--- src/rtl/hazard_ctrl_v2.sv ---
// Pipeline hazard controller for the F/D/E/MEM/WB core: operand forwarding, load-use
// stall, multi-cycle execute stall and redirect flush window. Optional macro HAZ_PERF_CNT_EN.
module hazard_ctrl_v2 #(
  parameter int RIDX_W    = 5,
  parameter int MD_LAT    = 4,
  parameter int REDIR_CYC = 1
) (
  input  logic              i_clk,
  input  logic              i_rst_n,
  input  logic [RIDX_W-1:0] i_rs1idx_d,
  input  logic [RIDX_W-1:0] i_rs2idx_d,
  input  logic [RIDX_W-1:0] i_rs1idx_e,
  input  logic [RIDX_W-1:0] i_rs2idx_e,
  input  logic [RIDX_W-1:0] i_rdidx_e,
  input  logic              i_rdwen_e,
  input  logic              i_rdren_e,
  input  logic [RIDX_W-1:0] i_rdidx_mem,
  input  logic              i_rdwen_mem,
  input  logic              i_rdren_mem,
  input  logic [RIDX_W-1:0] i_rdidx_wb,
  input  logic              i_rdwen_wb,
  input  logic              i_md_start_e,
  input  logic              i_exu_jump,
  output logic [1:0]        o_fwd_rs1_e,
  output logic [1:0]        o_fwd_rs2_e,
  output logic              o_fwd_rs1_d,
  output logic              o_fwd_rs2_d,
  output logic              o_stall_f,
  output logic              o_stall_d,
  output logic              o_stall_e,
  output logic              o_flush_f,
  output logic              o_flush_d,
  output logic              o_flush_e,
  output logic              o_md_done,
  output logic              o_busy,
  output logic [1:0]        o_state,
  output logic [31:0]       o_stall_cycles,
  output logic [31:0]       o_flush_events
);

  typedef enum logic [1:0] {
    RUN     = 2'd0,
    MD_WAIT = 2'd1,
    REDIR   = 2'd2
  } state_t;

  // Counter preload values: the entry cycle itself is the first stall/flush cycle.
  localparam logic [7:0] MD_INIT    = (MD_LAT == 2) ? 8'd0 : 8'(MD_LAT - 2);
  localparam logic [7:0] REDIR_INIT = (REDIR_CYC > 1) ? 8'(REDIR_CYC - 2) : 8'd0;
  localparam bit         REDIR_MULTI = (REDIR_CYC > 1);

  state_t     state_q, state_nxt;
  logic [7:0] cnt_q, cnt_nxt;

  logic [1:0] fwd_rs1_e_c, fwd_rs2_e_c;
  logic       fwd_rs1_d_c, fwd_rs2_d_c;
  logic       stall_f_c, stall_d_c, stall_e_c;
  logic       flush_f_c, flush_d_c, flush_e_c;
  logic       md_done_c, lu;

  // Index 0 is the hardwired zero register and never produces a hazard.
  function automatic logic hit(input logic [RIDX_W-1:0] src,
                               input logic [RIDX_W-1:0] dst,
                               input logic              wen);
    return (src != '0) && wen && (src == dst);
  endfunction

  function automatic logic [1:0] fwd_sel(input logic [RIDX_W-1:0] src);
    if (hit(src, i_rdidx_mem, i_rdwen_mem))     return 2'b10;
    else if (hit(src, i_rdidx_wb, i_rdwen_wb))  return 2'b01;
    else                                        return 2'b00;
  endfunction

  always_comb begin
    fwd_rs1_e_c = fwd_sel(i_rs1idx_e);
    fwd_rs2_e_c = fwd_sel(i_rs2idx_e);
    fwd_rs1_d_c = hit(i_rs1idx_d, i_rdidx_mem, i_rdwen_mem) && !i_rdren_mem;
    fwd_rs2_d_c = hit(i_rs2idx_d, i_rdidx_mem, i_rdwen_mem) && !i_rdren_mem;
    // A load still in MEM blocks D regardless of its write enable.
    lu = (i_rdren_e && (hit(i_rs1idx_d, i_rdidx_e, i_rdwen_e) ||
                        hit(i_rs2idx_d, i_rdidx_e, i_rdwen_e))) ||
         (i_rdren_mem && (hit(i_rs1idx_d, i_rdidx_mem, 1'b1) ||
                          hit(i_rs2idx_d, i_rdidx_mem, 1'b1)));
  end

  always_ff @(posedge i_clk) begin
    if (!i_rst_n) begin
      state_q <= RUN;
      cnt_q   <= 8'd0;
    end else begin
      state_q <= state_nxt;
      cnt_q   <= cnt_nxt;
    end
  end

  always_comb begin
    state_nxt = state_q;
    cnt_nxt   = cnt_q;
    stall_f_c = 1'b0;
    stall_d_c = 1'b0;
    stall_e_c = 1'b0;
    flush_f_c = 1'b0;
    flush_d_c = 1'b0;
    flush_e_c = 1'b0;
    md_done_c = 1'b0;
    case (state_q)
      RUN: begin
        if (i_md_start_e) begin
          {stall_f_c, stall_d_c, stall_e_c} = 3'b111;
          cnt_nxt   = MD_INIT;
          state_nxt = MD_WAIT;
        end else if (i_exu_jump) begin
          flush_f_c = 1'b1;
          flush_d_c = 1'b1;
          if (REDIR_MULTI) begin
            cnt_nxt   = REDIR_INIT;
            state_nxt = REDIR;
          end
        end else if (lu) begin
          stall_f_c = 1'b1;
          stall_d_c = 1'b1;
          flush_e_c = 1'b1;
        end
      end
      MD_WAIT: begin
        if (cnt_q != 8'd0) begin
          {stall_f_c, stall_d_c, stall_e_c} = 3'b111;
          cnt_nxt = cnt_q - 8'd1;
        end else begin
          // Release cycle: E is free again, so a jump resolving now redirects as usual.
          md_done_c = 1'b1;
          state_nxt = RUN;
          if (i_exu_jump) begin
            flush_f_c = 1'b1;
            flush_d_c = 1'b1;
            if (REDIR_MULTI) begin
              cnt_nxt   = REDIR_INIT;
              state_nxt = REDIR;
            end
          end
        end
      end
      REDIR: begin
        flush_d_c = 1'b1;
        if (cnt_q == 8'd0) state_nxt = RUN;
        else               cnt_nxt   = cnt_q - 8'd1;
      end
      default: begin
        state_nxt = RUN;
        cnt_nxt   = 8'd0;
      end
    endcase
  end

  // Every output is forced low while reset is asserted.
  always_comb begin
    o_fwd_rs1_e = i_rst_n ? fwd_rs1_e_c : 2'b00;
    o_fwd_rs2_e = i_rst_n ? fwd_rs2_e_c : 2'b00;
    o_fwd_rs1_d = i_rst_n && fwd_rs1_d_c;
    o_fwd_rs2_d = i_rst_n && fwd_rs2_d_c;
    o_stall_f   = i_rst_n && stall_f_c;
    o_stall_d   = i_rst_n && stall_d_c;
    o_stall_e   = i_rst_n && stall_e_c;
    o_flush_f   = i_rst_n && flush_f_c;
    o_flush_d   = i_rst_n && flush_d_c;
    o_flush_e   = i_rst_n && flush_e_c;
    o_md_done   = i_rst_n && md_done_c;
    o_busy      = i_rst_n && (state_q != RUN);
    o_state     = i_rst_n ? state_q : RUN;
  end

`ifdef HAZ_PERF_CNT_EN
  logic [31:0] stall_cycles_q, flush_events_q;

  always_ff @(posedge i_clk) begin
    if (!i_rst_n) begin
      stall_cycles_q <= 32'd0;
      flush_events_q <= 32'd0;
    end else begin
      if (o_stall_f && (stall_cycles_q != 32'hFFFF_FFFF))
        stall_cycles_q <= stall_cycles_q + 32'd1;
      if (o_flush_f && (flush_events_q != 32'hFFFF_FFFF))
        flush_events_q <= flush_events_q + 32'd1;
    end
  end

  assign o_stall_cycles = stall_cycles_q;
  assign o_flush_events = flush_events_q;
`else
  assign o_stall_cycles = 32'd0;
  assign o_flush_events = 32'd0;
`endif

endmodule
--- config.mk ---
export PLATFORM = sky130hd
export DESIGN_NAME = hazard_ctrl_v2
export DESIGN_NICKNAME = d
export VERILOG_FILES = /design/src/rtl/hazard_ctrl_v2.sv
export SDC_FILE = /design/constraint.sdc
export NUM_CORES = 1
export LEC_CHECK = 0
export BUFFER_PORTS_ARGS = -buffer_cell sky130_fd_sc_hd__buf_4
export CELL_PAD_IN_SITES_DETAIL_PLACEMENT = 1
export CELL_PAD_IN_SITES_GLOBAL_PLACEMENT = 2
export CORE_ASPECT_RATIO = 1.25
export CORE_UTILIZATION = 21
export CTS_CLUSTER_DIAMETER = 100
export DETAILED_ROUTE_END_ITERATION = 16
export GPL_TIMING_DRIVEN = 1
export PLACE_DENSITY = 0.88
export SLEW_MARGIN = 20
export SYNTH_ARGS = -nofsm -noshare
export SYNTH_HDL_FRONTEND = slang
export SYNTH_SLANG_ARGS = --single-unit
--- constraint.sdc ---
create_clock -name i_clk -period 3.6 [get_ports i_clk]
set_input_delay 0.54 -clock i_clk [delete_from_list [all_inputs] [get_ports i_clk]]
set_output_delay 0.54 -clock i_clk [all_outputs]
set_load 0.05 [all_outputs]
Yosys cells after proc, flatten, opt, wreduce, memory -nomap -nowiden --
Index checks and enable logic that the tools add are counted.
Storage, ports and cells: output and inout port bits 80, word-level logic and storage cells 94, input bits 44, flip-flop bits (word level) 10
Operators by class: reductions and logical operators 45, equality and inequality tests 15, mux-type cells 31, $add $sub $neg 1
Operator list (count):
- 5-bit == test | 8
- 1-bit logical AND | 31
- 8-bit 2-to-1 mux | 3
- 8-bit one-hot mux with 3 select lines | 1
- 5-bit nonzero test | 4
- 2-bit 2-to-1 mux | 8
- 1-bit 2-to-1 mux | 14
- 2-bit inequality test, second input constant | 5
- 8-bit logical NOT | 1
- 8-bit nonzero test | 1
- 8-bit by 1-bit subtractor with 8-bit output, second input constant | 1
- 1-bit one-hot mux with 2 select lines | 3
- 2-bit one-hot mux with 3 select lines | 1
- 3-bit AND reduction | 2
- 1-bit logical OR | 3
- 1-bit one-hot mux with 3 select lines | 1
- 2-bit by 1-bit == test with 1-bit output, second input constant | 1
- 2-bit == test, second input constant | 1
- 2-bit logical NOT | 1
- 2-bit nonzero test | 1
- 1-bit logical NOT | 1

Depth between registers and ports, before layout --
Gate-level depths: netlist of the first run.
depth after elaboration 11, gate-level depth with buffers 7, gate-level depth less buffers 6

Worst setup path before layout of the first run --
OpenSTA, ideal clock, no wires.
path type input to output, start in i_rdidx_e[4], end out o_stall_f, setup slack 0.758 ns, path buffers 1, data arrival time 2.302 ns, cell stages on the path 6, required time 3.060 ns, cells stage by stage xnor2_1 -> nand3_1 -> nor4_1 -> nor2_1 -> o211ai_1 -> buf_4
On the way: cells in the longest elaborated chain, start to end 10, elaborated cells between the ends (all ways) 12, classes of those cells 2 x eq/ne; 4 x mux; 6 x reduce/logical
Ends and longest elaborated chain:
- start, declared | RTL line 14 | input logic [RIDX_W-1:0] i_rdidx_e,
- 5-bit == test | RTL line 65 | return (src != '0) && wen && (src == dst);
- 1-bit logical AND | RTL line 65
- 1-bit logical OR (*) | RTL line 80 | lu = (i_rdren_e && (hit(i_rs1idx_d, i_rdidx_e, i_rdwen_e) ||
- 1-bit logical AND (*) | RTL line 80
- 1-bit logical OR (*) | RTL line 81 | hit(i_rs2idx_d, i_rdidx_e, i_rdwen_e))) ||
- 1-bit 2-to-1 mux (*) (3 in series)
- 1-bit one-hot mux with 2 select lines (*)
- 1-bit logical AND (*)
- end, declared | RTL line 28 | output logic o_stall_f,
Every way passes the cells marked *; elsewhere a longest branch is shown, timed or not.

Final worst setup path of the first run --
start in i_rs2idx_d[1], end out o_stall_f
On the way: cells in the longest elaborated chain, start to end 11, elaborated cells between the ends (all ways) 16, classes of those cells 2 x eq/ne; 4 x mux; 10 x reduce/logical
Ends and longest elaborated chain:
- start, declared | RTL line 11 | input logic [RIDX_W-1:0] i_rs2idx_d,
- 5-bit nonzero test | RTL line 65
- 1-bit logical AND (2 in series) | RTL line 65
- 1-bit logical OR | RTL line 80
- 1-bit logical AND | RTL line 80
- 1-bit logical OR (*) | RTL line 81
- 1-bit 2-to-1 mux (*) | RTL line 119 | end else if (lu) begin
- 1-bit 2-to-1 mux (*) | RTL line 112 | end else if (i_exu_jump) begin
- 1-bit 2-to-1 mux (*) | RTL line 108 | if (i_md_start_e) begin
- 1-bit one-hot mux with 2 select lines (*) | RTL line 106 | case (state_q)
- 1-bit logical AND (*) | RTL line 161 | o_stall_f = i_rst_n && stall_f_c;
Marks and branches as above.

==> results of run 1 <==
power by group through the flow:
stage / clock, mW / sequential (mW) / combinational (mW)
floorplan: 0 / 0.139 / 0.394
global route: 0.130 / 0.147 / 0.469
CTS: 0.124 / 0.143 / 0.438
global placement: 0 / 0.143 / 0.429
detailed placement: 0 / 0.145 / 0.436
finish: 0.121 / 0.143 / 0.435
sequential cells by signal (all words and copies together), names as in the netlist:
register	cells
cnt_q	8
state_q	1
Yosys cell counts, types with 3 or more instances:
library cell	count
nor2_2	3
or4_1	3
nor4_1	5
nand3_1	10
dfxtp_1	9
xnor2_1	28
xor2_1	18
inv_1	6
and2_1	3
nor4_2	3
nand4_1	6
nor2_1	14
nand2_1	5
buf_4	68
critical path, delay by kind of cell:
family,cells,cell delay [ns]
simple gates,3,0.76
compound gates,2,0.35
buf+inv,2,0.34
area by class of cell:
type / count / area, sq um
clock buffer: 4 / 45.0
inverter: 6 / 22.5
timing repair buffer: 58 / 435
sequential: 9 / 180
fill: 935 / 5480
multi-input combinational: 184 / 1120
tap: 92 / 115
routing by layer:
metal,up-vias,part of all wire
met5,-,0
met4,0,0.013
met3,6,0.079
met2,74,0.53
met1,630,0.38
li1,667,-
how the worst max path moves through the flow:
stage	start	endpoint	slack (ns)	depth (start not counted)
global placement	i_rdidx_e[4]	o_flush_e	1.08	7
finish	i_rs2idx_d[1]	o_stall_f	1.07	7
CTS	i_rs2idx_d[1]	o_stall_f	1.05	7
global route	cnt_q[0]	o_stall_f	0.95	6
detailed placement	i_rs2idx_d[1]	o_stall_f	1.05	7
floorplan	i_rdidx_e[4]	o_stall_f	0.76	6
kinds of logic after synthesis:
logic type	after synthesis
AOI/OAI and AO/OA	9
xor gates and xnor gates	46
adders and majority gates	2
buffers and inverters	76
DFF	9
other	1
and+or+nand+nor	62
==> flow_results.org, run 1 <==
** Status
- Run status :: finished, final reports clean

** Placement
- Before CTS, the worst setup slack after placement is 1.05 ns.
- Detailed placement HPWL :: approximately 3700 um
- In this run the cell area measured after placement is 1880 sq um.
- Post-Place Cells :: 349
- The congestion estimate from routability-driven global placement came to 0.771.
- Number of port buffers :: 58

** Layout
- Once layout is done, the placed cells without fillers occupy 1920 sq um.
- Post-Route Utilization :: 0.260
- Most frequent cells in the layout :: conb_1, buf_4, xnor2_1, xor2_1, nor2_1
- The number of antenna diodes in the final layout is 0.
- Leading cell type in the layout, fill and taps excluded :: conb_1
- In the final layout, the share of cells above drive strength 1 is 0.280.
- Synth-to-Final Area Change :: 19.8%
- Layout net count :: 308
- The count of cells in the finished layout, fillers not included, comes to between 300 and 400.

** Power
- The internal portion of the total power is 322 uW.
- The analysis attributes to net switching a power of 376 uW.
- IR Drop Worst-Case VDD :: 0.152 mV
- The share of total power dissipated in sequential elements is 0.205.
- Switching power share of the total :: 0.539
- P per Cell Area :: 363 nW/um^2
- The share of total power dissipated in the clock network is 0.173.
- After layout, the design draws a total of 698 uW.
- Of the total power, combinational logic draws 0.622.
- Static leakage power :: around 0.9 nW

** Min path
- In this run the worst hold path is classified as reg2reg.
- Hold Path Sink :: cnt_q[0]
- Critical hold path startpoint :: cnt_q[0]
- Along the worst hold path, the cell count comes to 2.

** Route
- The count of nets left with antenna violations once routing finished came out at 0.
- Summed over all layers, the routed wires come to around 4200 um.
- Overall via count from detail_route :: approximately 1400
- Count of unresolved DRC violations after routing :: 0
- In this run, the number of DRC markers left after iteration 0 of detailed routing was 22.
- Iteration count of the initial detailed-routing pass :: 4
- After detailed routing, the number of vias per cell comes to roughly 3.9.
- In the final routed layout, each cell accounts on average for roughly 12 um.

** Timing
- Final clock skew :: 0.00111 ns
- Number of slew-limit violations in the final report :: 0
- Actual slew at the worst max-slew pin :: 0.577 ns
- Of the available clock period, the critical path in the final layout requires 0.704.
- After layout, the worst setup slack is 1.07 ns.
- Final-report setup violation count :: 0
- Setup repair after global routing left no endpoint under its margin.
- The number of hold violations in the final report came to 0.
- Counting I/O delays and the setup requirement, the final critical path takes 2.53 ns.
- Fmax :: 0.395 GHz
- Post-Route Hold Slack :: between 0.5 and 0.6 ns
- Setup tns final :: 0 ns
- Rel. slew slack :: 0.612

** GRT
- Largest net degree at the start of global routing :: 12
- The first global-routing pass estimated 6490 um of wire.
- Global-route total usage across every layer :: 0.105
- Global-route track usage on met3 :: 0.0174
- Gr busiest metal :: met2
- Gr ovfl total :: 0
- Number of antenna violations at the first check in global routing :: 0
- In the global route stage, met1 resource usage came out at 0.120.
- Met2 GRT Util :: 0.194
- Via count of the first global-routing pass :: 1283

** Logic synthesis
- Of the total synthesized cell area, the portion taken by AND, OR, NAND and NOR gates is 0.238.
- Combinational family with the most area after synthesis :: buffers and inverters
- Adder-cell share of the synthesized area :: 0.0156
- The share of synthesized area in the top cell type comes to 0.318.
- After synthesis the cells add up to 1610 sq um.
- Number of different library cells in the post-synthesis netlist :: 33
- Share of the synthesized area in compound gates (AO/OA/AOI/OAI) :: 0.0444
- Sorting the synthesized cells by area gives the leading types as buf_4, xnor2_1, dfxtp_1, xor2_1, nor2_1.
- The average instance in the mapped netlist occupies 7.83 sq um.
- The Yosys step of the flow raised 0 warnings.
- Measured against the total synthesized area, the mux share comes to 0.
- Of the total synthesized cell area, the portion taken by XOR and XNOR cells is 0.251.
- Most common flop cell mapped by yosys :: dfxtp_1
- Yosys top cell by area :: buf_4
- Counting flops and latches in the post-synthesis netlist gives 9.
- Portion of the post-synthesis area used by sequential elements :: 0.112
- Ys async rst share :: 0
- Post-Synthesis Cells :: 205
- Number of flops mapped to enable cells by yosys :: 0

** Die
- Placeable core area :: 7400 sq um
- Placement row count :: 35
- The initial utilization of the core area, before any placement, comes to 0.217.
- around 120 I/O pins were placed.
- The die covers 8000 sq um.
- X dimension of the die :: 80.2 um
- DIE HEIGHT :: approximately 100 um

** CTS
- Num CTS Buffers :: 3
- Sinks on Clock Net :: 9
- TritonCTS built the clock tree.
- Deepest clock path buffer count :: 2
- CTS-repair resized insts :: 0
- Number of hold-repair buffers added at the cts stage :: 0
- After clock tree synthesis, the clock-pin slew on the worst setup and hold paths is 0.04 ns.
- Cell at the root of the clock tree :: clkbuf_8
- Clock insertion delay at the later pin of the skew report :: between 0.2 and 0.25 ns
- Number of setup buffers added after CTS :: 0
- CTS built an H-tree with a depth of 1.

** Critical path
- Delay contributed by the slowest stage of the critical path :: 0.54 ns
- Worst Reg-to-Reg Cells :: 6
- Reg2reg start :: cnt_q[0]
- The largest individual stage delay along the critical path comes from the cell or4_1.
- The endpoint identified for the worst register-to-register timing path is cnt_q[6].
- The worst setup path is captured at an output port.
- Critical path startpoint category :: primary input
- Library cell appearing most often on the critical path :: buf_4
- Worst-case register-to-register setup slack :: 2.02 ns
- In this run the worst path has a maximum fanout of 3.
- Signal arrival time at the worst endpoint :: between 1.5 and 2 ns
- List of cells traversed by the critical path :: buf_4 -> or4_1 -> nor2_2 -> nor4_1 -> o2111ai_1 -> o211ai_1 -> buf_4
- The critical path in this run is classified as in2out.
- CP Data Required Time :: 3.06 ns

** Job
- Max-cap violations in this run came to 0.
(Power assumes the default switching activity.)
==> run 2: changes to the inputs <==
--- a/config.mk
+++ b/config.mk
@@ -5,15 +5,16 @@
 export SDC_FILE = /design/constraint.sdc
 export NUM_CORES = 1
 export LEC_CHECK = 0
+export ABC_AREA = 1
 export BUFFER_PORTS_ARGS = -buffer_cell sky130_fd_sc_hd__buf_4
 export CELL_PAD_IN_SITES_DETAIL_PLACEMENT = 1
 export CELL_PAD_IN_SITES_GLOBAL_PLACEMENT = 2
 export CORE_ASPECT_RATIO = 1.25
-export CORE_UTILIZATION = 21
+export CORE_UTILIZATION = 18
 export CTS_CLUSTER_DIAMETER = 100
 export DETAILED_ROUTE_END_ITERATION = 16
 export GPL_TIMING_DRIVEN = 1
-export PLACE_DENSITY = 0.88
+export PLACE_DENSITY = 0.82
 export SLEW_MARGIN = 20
 export SYNTH_ARGS = -nofsm -noshare
 export SYNTH_HDL_FRONTEND = slang
==> constraint.sdc (replaced) <==
create_clock -name i_clk -period 2.3 [get_ports i_clk]
set_input_delay 0.345 -clock i_clk [delete_from_list [all_inputs] [get_ports i_clk]]
set_output_delay 0.345 -clock i_clk [all_outputs]
set_load 0.05 [all_outputs]
==> run 2 against run 1 <==
Compared with the run above: register-to-register slack got worse by 1.2 ns; non-clock buffer count did not move; via count rose by 23%; synthesized area rose by 11%; clock-buffer cell count did not move; highest routed layer unchanged.
==> flow_results.org, run 2 <==
** Placement
- The number of I/O port buffers is 58 (unchanged).
- The estimated wirelength of the detail-placed design came to 4340 um (was 3690 um).
- The routability congestion estimate came to 0.768 (was 0.771).
- The worst slack at placement was 0.399 ns (was 1.05 ns).

** Route
- Count of unresolved DRC violations after routing :: 0 (unchanged)
- The first-pass detailed-route iteration total was 4 (unchanged).
- Routed wire length :: 4800 um (was 4170 um)
- The total via count after detailed routing is 1697 (was 1377).
- The number of routed nets with antenna violations was 0 (unchanged).
- Iter 0 DRT Violations :: 17 (was 22)
- The post-detailed-route wirelength per cell is 10.4 um (was 11.8 um).
- Vias per inst :: 3.67 (was 3.90)

** Power
- IR Drop Worst-Case VDD :: 0.240 mV (was 0.152 mV)
- Overall power :: 1.27 mW (was 698 uW)
- The reported leakage power came to 1.16 nW (was 0.888 nW).
- P per Cell Area :: 586 nW/um^2 (was 363 nW/um^2)

** GRT
- The number of global-route vias before repair was 1646 (was 1283).
- First-pass GRT wire length :: 7750 um (was 6490 um)
- The number of antenna violations at the first check in global routing is 0 (unchanged).
- The maximum number of pins on one net before global-route repair was 9 (was 12).
- The final global-route overflow total was 0 (unchanged).
- The total global routing track utilization came to 0.0921 (was 0.105).

** CTS
- Number of hold-repair buffers added at the cts stage :: 0 (unchanged)
- Htree depth :: 1 (unchanged)
- Number of setup buffers added after CTS :: 0 (unchanged)
- The CTS sink count was 9 (unchanged).
- Deepest clock path buffer count :: 2 (unchanged)
- Clock insertion delay at the later pin of the skew report :: 0.24 ns (about the same)
- The post-cts gate resize count was 0 (unchanged).
- The master cell of the clock root buffer is clkbuf_16 (was clkbuf_8).
- The post-CTS clock slew at the launch and capture registers of the worst setup and hold paths is 0.04 ns (about the same).
- The clock tree from TritonCTS was done (unchanged).
- Num CTS Buffers :: 3 (unchanged)

** Timing
- Endpoints failing hold :: 0 (unchanged)
- The final worst clock skew came to 0.00209 ns (was 0.00111 ns).
- Setup tns final :: 0 ns (unchanged)
- The number of slew-limit violations in the final report is 0 (unchanged).
- Post-Route Hold Slack :: 0.432 ns (was 0.517 ns)
- Final Critical Period :: 2.12 ns
- Fmax :: 0.471 GHz
- In the finished design, the share of the clock period the worst path needs comes to 0.922.
- Setup repair after global routing missed its margin :: false (unchanged)
- Final WS setup :: 0.178 ns (was 1.07 ns)
- The count of endpoints failing setup in the final report came to 0 (unchanged).

** Logic synthesis
- Ys async rst share :: 0 (unchanged)
- Most frequent cells after synthesis :: buf_4, nand2_1, inv_1 (was buf_4, xnor2_1, xor2_1)
- Flip-flop and latch count after synthesis :: 9 (unchanged)
- Mean post-synth cell area :: 6.37 sq um (was 7.83 sq um)
- Share of the synthesized area in compound gates (AO/OA/AOI/OAI) :: 0.0775 (was 0.0444)
- Most common flop cell mapped by yosys :: dfxtp_1 (unchanged)
- Top cells by area, synth: buf_4, nand2_1, dfxtp_1, xor2_1, inv_1 (was buf_4, xnor2_1, dfxtp_1, xor2_1, nor2_1).
- The area share of the leading cell type in the synthesized netlist came to 0.292 (was 0.318).
- Portion of the post-synthesis area used by sequential elements :: 0.101 (was 0.112)
- The synthesized netlist cell count is 279 (was 205).
- The number of enable-type register cells in the synthesized netlist was 0 (unchanged).
- Number of different library cells in the post-synthesis netlist :: 33 (unchanged)
- The biggest area consumer among synthesized cells is buf_4 (unchanged).
- The count of warnings emitted by yosys came to 0 (unchanged).
- Xor and xnor fraction of the mapped netlist area :: 0.133 (was 0.251)
- Most frequent cell after synthesis :: buf_4 (unchanged)
- Cell area after synthesis :: 1780 sq um (was 1610 sq um)
- The post-synthesis share of cell area spent on and, or, nand and nor gates was 0.313 (was 0.238).
- Portion of netlist area occupied by mux cells :: 0 (unchanged)
- The dominant combinational cell family by area after synthesis is buffers and inverters (unchanged).
- The adder-cell share of the synthesized area came to 0.0141 (was 0.0156).

** Critical path
- Max Fanout on Critical Path :: 7 (was 3)
- Delay contributed by the slowest stage of the critical path :: 0.29 ns (was 0.54 ns)
- The critical path data required time was 1.96 ns (was 3.06 ns).
- Class of the most critical setup path :: reg2out (was in2out)
- Buffer and inverter count on the worst path :: 2 (unchanged)
- The slowest library cell on the worst path was dfxtp_1 (was or4_1).
- Endpoint type of the worst setup path :: output port (unchanged)
- The category of cells accounting for the largest share of critical-path delay is simple AND/OR/NAND/NOR gates (unchanged).
- Signal arrival time at the worst endpoint :: 1.78 ns (was 1.99 ns)
- The kind of start point of the critical path is a register (was primary input).
- List of cells traversed by the critical path: inv_1 -> ha_1 -> nand4_4 -> o22ai_4 -> nand2_1 -> nor2_2 -> buf_4 (was buf_4 -> or4_1 -> nor2_2 -> nor4_1 -> o2111ai_1 -> o211ai_1 -> buf_4).

** Die
- X dimension of the die :: 90.9 um (was 80.2 um)
- The overall die area came to 10300 sq um (was 8000 sq um).
- The effective utilization at floorplan is 0.185 (was 0.217).
- The standard-cell row count came to 40 (was 35).
- DIE HEIGHT :: 113 um (was 99.8 um)
- Placeable core area :: 9610 sq um (was 7400 sq um)
- The top-level I/O count came to 124 (unchanged).

** Layout
- Register bank with the most flops :: cnt_q (unchanged)
- Leading cell type in the layout, fill and taps excluded :: conb_1 (unchanged)
- The number of nets in the finished design came to 383 (was 308).
- The fraction of layout cells with a size suffix above 1 is 0.223 (was 0.280).
- Antenna Cells :: 0 (unchanged)
- Largest registers: cnt_q (8), state_q (1) (unchanged).
- Synth-to-Final Area Change :: 22.5% (was 19.8%)
- Multi-input gate area :: 1200 sq um (was 1120 sq um)
- FF/Latch Area :: 180 sq um (unchanged)
- The number of filler cells placed in the layout was 1244 (was 935).
- Flip-flop count of the largest register, all copies and words added :: 8 (unchanged)
- Most frequent cells in the layout: conb_1, buf_4, nand2_1, inv_1, nor2_1 (was conb_1, buf_4, xnor2_1, xor2_1, nor2_1).

** Job
- Number of maximum-capacitance constraint violations :: 0 (unchanged)

** Min path
- Hold Crit Class :: in2reg (was reg2reg)

** Status
- Run status: finished, final reports clean (unchanged).
## run 2: cell types whose count changed after synthesis, moves of 4 or more
cell	previous run	this run
inv_1	6	32
nor2_1	14	29
xnor2_1	28	12
o22ai_1	0	4
a21oi_1	1	5
nand4_1	6	2
nand3b_1	0	5
nand2_1	5	55
## run 2: per-stage QoR
step                      utilization  cell area (sq um)  std cells
final                           0.226               2180        462
after global routing            0.226               2180        462
after CTS                       0.226               2180        462
after detailed placement        0.218               2100        458
after global placement          0.218               2100        458
after floorplan                     -               2020        343
## run 2: layout make-up
cell class	instances	share of cell area
clock buffers	4	0.0362
inverters	32	0.0552
multi-input cells	233	0.553
flip-flops and latches	9	0.0828
well taps	126	0.0725
repair buffers	58	0.200
## run 2: kinds of logic after synthesis
group / after synthesis
adder cells (fa/ha/maj): 2
AND/OR/NAND/NOR: 119
AO/OA/AOI/OAI: 20
XOR/XNOR: 27
buffers and inverters: 101
flip-flops: 9
other: 1
## run 2: path summary, 6_finish.rpt
path / start / end / slack [ns] / depth (start not counted)
setup / recovery: cnt_q[0] / o_flush_d / 0.18 / 7
hold / removal: i_rst_n / cnt_q[1] / 0.43 / 3
setup reg to reg: cnt_q[0] / cnt_q[6] / 0.79 / 8
hold reg to reg: cnt_q[7] / cnt_q[7] / 0.48 / 2
## run 2: routing by layer
layer / GRT usage / routed length (um)
met1: 0.103 / 1890
met2: 0.184 / 2570
met3: 0.0148 / 320
met4: 0.0127 / 23
met5: 0 / 0
## run 2: power breakdown
group | switching [mW] | internal (mW)
sequential | 0.0300 | 0.183
combinational | 0.539 | 0.213
clock | 0.0775 | 0.232
total | 0.647 | 0.628
## run 2: tightest hold or removal path: stages
cell and delay (ns):
buf_4 0.15, o21ai_0 0.08, a31oi_1 0.04
==> run 3: changes to the inputs <==
--- a/config.mk
+++ b/config.mk
@@ -7,14 +7,13 @@
 export LEC_CHECK = 0
 export ABC_AREA = 1
 export BUFFER_PORTS_ARGS = -buffer_cell sky130_fd_sc_hd__buf_4
-export CELL_PAD_IN_SITES_DETAIL_PLACEMENT = 1
-export CELL_PAD_IN_SITES_GLOBAL_PLACEMENT = 2
 export CORE_ASPECT_RATIO = 1.25
-export CORE_UTILIZATION = 18
+export CORE_MARGIN = 2
+export CORE_UTILIZATION = 25
 export CTS_CLUSTER_DIAMETER = 100
 export DETAILED_ROUTE_END_ITERATION = 16
 export GPL_TIMING_DRIVEN = 1
-export PLACE_DENSITY = 0.82
+export PLACE_DENSITY = 0.58
 export SLEW_MARGIN = 20
 export SYNTH_ARGS = -nofsm -noshare
 export SYNTH_HDL_FRONTEND = slang
==> run 3 against run 2 <==
Compared with the run above: via count decreased by 3.1%; first-iteration DRC count increased to 2.8 times the previous value; non-clock buffer count is the same; fmax increased by 2.0%; critical endpoint unchanged; combinational power down 2%; critical path type unchanged; largest power group unchanged.
==> flow_results.org, run 3 (synthesis gave the netlist of run 2 again) <==
** Status
- Run status: finished, final reports clean (unchanged).

** Layout
- Most frequent cells in the layout :: conb_1, buf_4, nand2_1, inv_1, nor2_1 (unchanged)
- Flip-flop count of the largest register, all copies and words added :: 8 (unchanged)
- Largest registers: cnt_q (8), state_q (1) (unchanged).
- The most frequent standard cell in the layout excluding fill and tap cells is conb_1 (unchanged).
- Layout cell share with drive strength beyond 1 :: 0.223 (unchanged)
- Synth-to-Final Area Change :: 18.0% (was 22.5%)
- The post-route cell area came to 2100 sq um (was 2180 sq um).
- Register bank with the most flops :: cnt_q (unchanged)
- Layout net count :: 383 (unchanged)
- The number of filler cells placed in the layout is 789 (was 1244).
- Antenna Cells :: 0 (unchanged)

** CTS
- The clock tree buffer depth was 2 (unchanged).
- The clock tree from TritonCTS was done (unchanged).
- The CTS sink count is 9 (unchanged).
- The post-CTS clock slew at the launch and capture registers of the worst setup and hold paths came to 0.04 ns (about the same).
- The number of clock buffers inserted by TritonCTS came to 3 (unchanged).
- The number of post-CTS setup repair buffers was 0 (unchanged).
- CTS-repair resized insts :: 0 (unchanged)
- The number of H-tree levels is 1 (unchanged).
- The master cell of the clock root buffer is clkbuf_8 (was clkbuf_16).
- Clock insertion delay at the later pin of the skew report :: 0.24 ns (about the same)
- The number of buffers added to fix hold violations after cts was 0 (unchanged).

** Route
- The DRC violation total after the first TritonRoute iteration is 47 (was 17).
- Iteration count of the initial detailed-routing pass :: 4 (unchanged)
- Routed length per placed instance :: 9.79 um (was 10.4 um)
- Number of antenna-violating nets in the routed design :: 0 (unchanged)
- The routed wire length came to 4170 um (was 4800 um).
- The detail-routed via count per cell came to 3.86 (was 3.67).
- Count of unresolved DRC violations after routing :: 0 (unchanged)
- The total via count after detailed routing came to 1645 (was 1697).

** Timing
- Period utilization :: 0.904 (was 0.922)
- Setup tns final :: 0 ns (unchanged)
- The shortest period the worst path allows was 2.08 ns (was 2.12 ns).
- Final clock skew :: 0.00113 ns (was 0.00209 ns)
- Setup repair after global routing missed its margin: false (unchanged).
- The count of endpoints failing setup in the final report came to 0 (unchanged).
- The number of hold violations in the final report was 0 (unchanged).
- Fmax :: 0.481 GHz (was 0.471 GHz)
- The number of slew-limit violations in the final report came to 0 (unchanged).

** GRT
- Gr busiest metal :: met2 (unchanged)
- Global-route track usage on met3 :: 0.0166 (was 0.0148)
- Gr ovfl total :: 0 (unchanged)
- The number of antenna violations at the first check in global routing is 0 (unchanged).
- The total global routing track utilization came to 0.111 (was 0.0921).
- First-pass GRT wire length :: 6870 um (was 7750 um)
- Met2 GRT Util :: 0.203 (was 0.184)
- Met1 Usage GRT :: 0.122 (was 0.103)
- The number of global-route vias before repair was 1517 (was 1646).
- The maximum number of pins on one net before global-route repair was 9 (unchanged).

** Min path
- The worst hold endpoint is cnt_q[1] (unchanged).
- Worst Hold Depth :: 3 (unchanged)
- The type of the worst min-delay path is in2reg (unchanged).
- The hold path startpoint was i_rst_n (unchanged).

** Power
- Static leakage power :: 1.15 nW (was 1.16 nW)
- Power Internal :: 516 uW (was 628 uW)
- The maximum vdd drop came to 0.180 mV (was 0.240 mV).
- The final total power was 1.14 mW (was 1.27 mW).
- Power share of the combinational group :: 0.650 (was 0.590)
- P per Cell Area :: 542 nW/um^2 (was 586 nW/um^2)
- Clock power share :: 0.163 (was 0.243)
- Switching power share of the total :: 0.546 (was 0.507)
- Sequential fraction of design power :: 0.187 (was 0.167)
- Reported net switching power :: 620 uW (was 647 uW)

** Die
- The effective utilization at floorplan came to 0.256 (was 0.185).
- The die width came to 79.4 um (was 90.9 um).
- The chip height came to 98.3 um (was 113 um).
- Count of pins on the block boundary :: 124 (unchanged)
- Die ar. :: 7800 sq um (was 10300 sq um)
- Placeable core area :: 6930 sq um (was 9610 sq um)
- Placement row count :: 34 (was 40)

** Critical path
- CP Data Required Time :: 1.96 ns (about the same)
- Worst r2r dst :: cnt_q[6] (unchanged)
- The critical path class is reg2out (unchanged).
- Critical path startpoint category :: register (unchanged)
- Worst-case register-to-register setup slack :: 0.82 ns (was 0.79 ns)
- Reg2reg start :: cnt_q[0] (unchanged)
- The top fanout value on the critical path was 7 (unchanged).
- Launching instance or port of the critical path :: cnt_q[0] (unchanged)
- Worst Reg-to-Reg Cells :: 8 (unchanged)
- The arrival time of data at the critical path endpoint is 1.73 ns (was 1.78 ns).
- The endpoint kind of the worst setup timing path is an output port (unchanged).

** Job
- Number of maximum-capacitance constraint violations :: 0 (unchanged)

** Placement
- The post-detailed-placement cell area is 2050 sq um (was 2100 sq um).
- Placer congestion estimate :: 0.867 (was 0.768)
- The estimated wirelength of the detail-placed design came to 3710 um (was 4340 um).
- Number of port buffers :: 58 (unchanged)
-- run 3: metrics by stage --
stage / hold slack [ns] / util / setup slack [ns] / instances
finish: 0.432 / 0.302 / 0.220 / 426
global route: 0.483 / 0.302 / 0.0644 / 426
floorplan: 0.445 / - / -0.0649 / 343
detailed placement: 0.460 / 0.296 / 0.458 / 422
CTS: 0.428 / 0.302 / 0.201 / 426
global placement: 0.465 / 0.296 / 0.511 / 422
-- run 3: worst max path at each step --
stage | end | slack [ns] | cells past startpoint
finish | o_flush_d | 0.22 | 7
global route | o_flush_f | 0.06 | 7
CTS | o_flush_f | 0.20 | 7
detailed placement | o_flush_f | 0.46 | 7
global placement | o_flush_d | 0.51 | 7
floorplan | o_stall_f | -0.06 | 8
-- run 3: power groups by stage --
stage | Sequential, mW | Combinational [mW] | Clock [mW]
2_1_floorplan | 0.202 | 0.686 | 0
3_3_place_gp | 0.214 | 0.739 | 0
3_5_place_dp | 0.214 | 0.742 | 0
4_1_cts | 0.212 | 0.744 | 0.193
5_1_grt | 0.216 | 0.805 | 0.197
6_report | 0.212 | 0.739 | 0.185
-- run 3: worst max-delay path, cell delays in order (launching register included) --
cell and delay [ns]:
dfxtp_1 0.29, inv_1 0.14, ha_1 0.22, nand4_4 0.15
o22ai_4 0.25, nand2_1 0.13, nor2_2 0.12, buf_4 0.21
-- run 3: layout make-up --
class,instances,area (sq um),area share
well taps,90,113,0.0537
clock buffers,4,45.0,0.0215
inverters,32,120,0.0573
multi-input cells,233,1200,0.574
repair buffers,58,435,0.208
flip-flops and latches,9,180,0.0859
-- run 3: routing by layer --
| layer | part of all wire | wire, um | vias up |
|---|---|---|---|
| li1 | - | - | 848 |
| met3 | 0.063 | 261 | 5 |
| met2 | 0.53 | 2200 | 66 |
| met4 | 0.020 | 85 | 0 |
| met1 | 0.39 | 1620 | 726 |
| met5 | 0 | 0 | - |
